<file path="src/rtl/fifo_status.sv">
// rtl/fifo_status.sv - Async FIFO side status: registered level, empty/full, almost and sticky misuse flags.
// MODE 0 lives in the read domain (empty side), MODE 1 in the write domain (full side).
module fifo_status #(
    parameter int MODE       = 0,
    parameter int ADDR_WIDTH = 4
) (
    input  logic                  i_clk,
    input  logic                  i_rst_n,
    input  logic [ADDR_WIDTH:0]   i_ptr_lc,
    input  logic [ADDR_WIDTH:0]   i_ptr_rmt,
    input  logic                  i_op,
    input  logic [ADDR_WIDTH:0]   i_thresh,
    input  logic                  i_err_clr,
    output logic                  o_flag,
    output logic                  o_almost,
    output logic [ADDR_WIDTH:0]   o_level,
    output logic                  o_err
);

    localparam logic [ADDR_WIDTH:0] DEPTH = {1'b1, {ADDR_WIDTH{1'b0}}};

    generate
        if (MODE != 0 && MODE != 1) begin : g_bad_mode
            $error("fifo_status: MODE must be 0 or 1");
        end
        if (ADDR_WIDTH < 2) begin : g_bad_width
            $error("fifo_status: ADDR_WIDTH must be at least 2");
        end
    endgenerate

    function automatic logic [ADDR_WIDTH:0] gray2bin(input logic [ADDR_WIDTH:0] g);
        logic [ADDR_WIDTH:0] b;
        b[ADDR_WIDTH] = g[ADDR_WIDTH];
        for (int i = ADDR_WIDTH - 1; i >= 0; i--) begin
            b[i] = b[i+1] ^ g[i];
        end
        return b;
    endfunction

    logic [ADDR_WIDTH:0] r_ptr_rmt;
    logic [ADDR_WIDTH:0] r_level;
    logic                r_flag;
    logic                r_almost;
    logic                r_err;

    logic [ADDR_WIDTH:0] w_lc_bin;
    logic [ADDR_WIDTH:0] w_rmt_bin;
    logic [ADDR_WIDTH:0] w_diff;
    logic                w_illegal;
    logic                w_flag_nxt;
    logic                w_almost_nxt;
    logic                w_err_set;

    assign w_lc_bin  = gray2bin(i_ptr_lc);
    assign w_rmt_bin = gray2bin(r_ptr_rmt);

    generate
        if (MODE == 1) begin : g_wr
            assign w_diff       = w_lc_bin - w_rmt_bin;
            // Full tested directly on Gray codes: equal except the top two bits inverted.
            assign w_flag_nxt   = (i_ptr_lc == {~r_ptr_rmt[ADDR_WIDTH:ADDR_WIDTH-1],
                                                r_ptr_rmt[ADDR_WIDTH-2:0]});
            assign w_almost_nxt = (i_thresh <= DEPTH) && (w_diff >= i_thresh);
            // A zero threshold means almost_full is permanently true, including in reset.
            assign o_almost     = r_almost | (i_thresh == '0);
        end else begin : g_rd
            assign w_diff       = w_rmt_bin - w_lc_bin;
            assign w_flag_nxt   = (w_diff == '0);
            assign w_almost_nxt = (i_thresh >= DEPTH) || (w_diff <= i_thresh);
            assign o_almost     = r_almost;
        end
    endgenerate

    assign w_illegal = (w_diff > DEPTH);
    assign w_err_set = (i_op && r_flag) || w_illegal;

    always_ff @(posedge i_clk or negedge i_rst_n) begin
        if (!i_rst_n) begin
            r_ptr_rmt <= '0;
            r_level   <= '0;
            r_flag    <= (MODE == 0);
            r_almost  <= (MODE == 0);
            r_err     <= 1'b0;
        end else begin
            r_ptr_rmt <= i_ptr_rmt;
            // An impossible distance means a corrupted pointer; keep the last sane level.
            if (!w_illegal) begin
                r_level <= w_diff;
            end
            r_flag   <= w_flag_nxt;
            r_almost <= w_almost_nxt;
            if (w_err_set) begin
                r_err <= 1'b1;
            end else if (i_err_clr) begin
                r_err <= 1'b0;
            end
        end
    end

    assign o_flag  = r_flag;
    assign o_level = r_level;
    assign o_err   = r_err;

endmodule

</file>
<file path="config.mk">
export PLATFORM = sky130hd
export DESIGN_NAME = fifo_status
export DESIGN_NICKNAME = d
export VERILOG_FILES = /design/src/rtl/fifo_status.sv
export SDC_FILE = /design/constraint.sdc
export NUM_CORES = 1
export LEC_CHECK = 0
export BUFFER_PORTS_ARGS = -buffer_cell sky130_fd_sc_hd__clkbuf_2
export CORE_ASPECT_RATIO = 1.5
export CORE_MARGIN = 4
export CORE_UTILIZATION = 29
export CTS_BUF_LIST = sky130_fd_sc_hd__clkbuf_2 sky130_fd_sc_hd__clkbuf_4 sky130_fd_sc_hd__clkbuf_8
export DETAILED_ROUTE_END_ITERATION = 8
export GPL_ROUTABILITY_DRIVEN = 0
export GPL_TIMING_DRIVEN = 0
export PLACE_DENSITY = 0.57
export SYNTH_ARGS = -nofsm -noshare
export SYNTH_HDL_FRONTEND = slang
export SYNTH_SLANG_ARGS = --single-unit
</file>
<file path="constraint.sdc">
create_clock -name i_clk -period 7.61 [get_ports i_clk]
set_clock_uncertainty 0.05 [all_clocks]
set_input_delay 0.761 -clock i_clk [delete_from_list [all_inputs] [get_ports i_clk]]
set_output_delay 0.761 -clock i_clk [all_outputs]
set_load 0.01 [all_outputs]
</file>
==> results.yml <==
status:
  status: "finished clean"
critical_path:
  worstPathArrival_ns: 3.65
  critPathLaunchType: "primary input"
  crit_type: "in2reg"
  worstSetupEndpointType: "flip-flop"
  worst_ep_required_time_ns: 7.69
  rr_worst_depth: 13
  path_max_fanout: 8
global_routing:
  grt_overflow: 0
  antenna_found_initial: 0
  grt_max_degree: 14
  grt_use_total_pct: 9.394
  grt_pass1_vias: 608
  grt_pass1_wl_mm: 2.642
timing:
  finalMaxSlewViolations: 0
  setup_viol: 0
  hold_viol: 0
  worstMarginPinSlew_ns: 0.4757
  whs_ns: 0.3588
  slew_headroom_pct: 68.13
  post-route-period-util_pct: 46.95
  rsz0062_at_grt: "false"
  period_minus_slack_ns: 3.573
  max_freq_mhz: 279.9
  tns_ns: 0
finish:
  fin_util_pct: 39.13
  drive_gt1_share_pct: 41.75
  stdcell_count: 140
  antenna_cells: 0
  area_growth_syn_to_layout_pct: 26.67
  fin_nets: 133
power:
  power.density_mw_per_mm2: 333.8
  p_total_mw: 0.3571
  vdd_drop_max_uv: 108.3
  p_leak_nw: 0.5477
detailed_routing:
  vias_per_cell: 4.271
  vias: 598
  ant_nets: 0
  dr.pass1.iters: 2
  drt_iter0_drc: 2
  wirelength_mm: 1.682
  wl_per_cell_um: 12.01
  drcViolationCount: 0
clocking:
  cts_buffer_depth: 2
  insertion_delay_ns: 0.24
  cts_hold_buf: 0
  cts.reportedPaths.clkPinSlew_ns: 0.05
  htreeDepth: 1
  cts_resized: 0
  cts_sinks: 13
  post_cts_buffers: 0
  tritoncts: "yes"
  cts-root-buf: "clkbuf_8"
  cts_made_buffers: 3
synth:
  synthFlopType: "dfrtp_1"
  yosysWarnings: 0
  synth_cells: 73
  synth_edf_count: 0
  synth.avg_cell_area_um2: 11.57
  synth_seq_area_share_pct: 38.81
  syn_nets: 102
  async_flop_share_pct: 100.0
  syn_area_um2: 844.6
  yosysUniqueCellTypes: 26
  ys_seq_elements: 13
placed_design:
  dpl.hpwl_mm: 1.422
  placed_cells: 136
  port_buffers: 26
floorplanning:
  core.rowCount: 23
  design.die.area_mm2: 0.003857
  die_h_um: 74.10
  start_util_pct: 30.89
  boundaryPins: 27
  core_area_mm2: 0.002734
  die_width_um: 52.06
worst_hold_path:
  holdCritPathClass: "in2async"
job:
  maxCapViolations: 0
## synthesized netlist by cell type, types with 2 or more instances
| library cell | number | area, µm² |
|---|---|---|
| a21oi_1 | 5 | 25.02 |
| nor2_1 | 3 | 11.26 |
| xnor2_2 | 2 | 32.53 |
| nand2_1 | 3 | 11.26 |
| inv_1 | 11 | 41.29 |
| o21ai_0 | 2 | 10.01 |
| mux2_4 | 2 | 30.03 |
| dfstp_2 | 2 | 52.55 |
| o21ai_4 | 2 | 32.53 |
| xor2_1 | 5 | 43.79 |
| ha_1 | 9 | 112.6 |
| xnor2_1 | 3 | 26.28 |
| dfrtp_1 | 11 | 275.3 |
## placed cells by master, fill, tap and decap left out, drive strengths merged
cell / netlist / layout
ha: 9 / 9
mux2: 2 / 2
o21a: 1 / 1
fa: 1 / 1
a21oi: 6 / 6
nor2: 3 / 3
nand2b: 1 / 1
inv: 11 / 11
o311ai: 1 / 1
dfstp: 2 / 2
a22oi: 1 / 1
nand2: 4 / 4
nand3b: 1 / 1
xor2: 7 / 7
dfrtp: 11 / 11
xnor2: 5 / 5
nor3: 1 / 1
o211ai: 1 / 1
clkbuf: 0 / 30
o21ai: 4 / 4
o21bai: 1 / 1
## state kept, by name (all words and copies together), names as in the netlist
register and cells:
o_almost 1, o_err 1, o_flag 1, o_level 5
r_ptr_rmt 5
## worst paths after layout
kind | from | to | slack, ns
worst max-delay path | i_ptr_lc[3] | o_almost | 4.04
worst min-delay path | i_rst_n | o_level[4] | 0.36
min in group i_clk | o_level[4] | o_level[4] | 0.45
worst min register to register | o_level[4] | o_level[4] | 0.45
max in group asynchronous | i_rst_n | o_almost | 6.86
worst max register to register | r_ptr_rmt[4] | o_almost | 4.18
## cell type report
| class | count | area [µm²] |
|---|---|---|
| tap | 37 | 46.29 |
| clock buffer | 4 | 48.80 |
| multi-input combinational | 49 | 475.5 |
| inverter | 11 | 41.29 |
| sequential | 13 | 327.8 |
| fill | 284 | 1664 |
| timing repair buffer | 26 | 130.1 |
## metal layers
metal / wire length [µm] / track usage [%] / vias to the layer above
li1: - / - / 298
met1: 625 / 10.28 / 283
met2: 945 / 16.50 / 13
met3: 55 / 0.2004 / 4
met4: 55 / 7.872 / 0
met5: 0 / 0 / -
## worst max-delay path, cell delays in order
cell	delay (ns)
clkbuf_2	0.10
xnor2_2	0.21
xor2_2	0.19
xor2_1	0.31
xnor2_1	0.12
ha_1	0.25
fa_1	0.45
nand2b_1	0.18
a21oi_2	0.19
xnor2_2	0.24
ha_1	0.34
a21oi_1	0.13
o21ai_0	0.09
o311ai_0	0.10
## cell families after synthesis
family                   share of synthesized area, %
AO/OA/AOI/OAI                                   13.63
flip-flops                                      38.81
XOR/XNOR                                        17.33
buffers and inverters                           4.889
adder cells (fa/ha/maj)                         15.70
AND/OR/NAND/NOR                                 6.074
multiplexers                                    3.556
## metrics by stage
stage	setup WS, ns	instance area [µm²]
2_1_floorplan	4.210	844.6
3_3_place_gp	3.819	1021
3_5_place_dp	3.773	1021
4_1_cts	4.014	1070
5_1_grt	3.892	1070
6_report	4.037	1070
## power by group
group          total, mW  switching (mW)  internal (mW)
Combinational      0.191           0.105         0.0864
Sequential         0.102          0.0102         0.0918
Clock             0.0639          0.0234         0.0405
(Power assumes the default switching activity.)
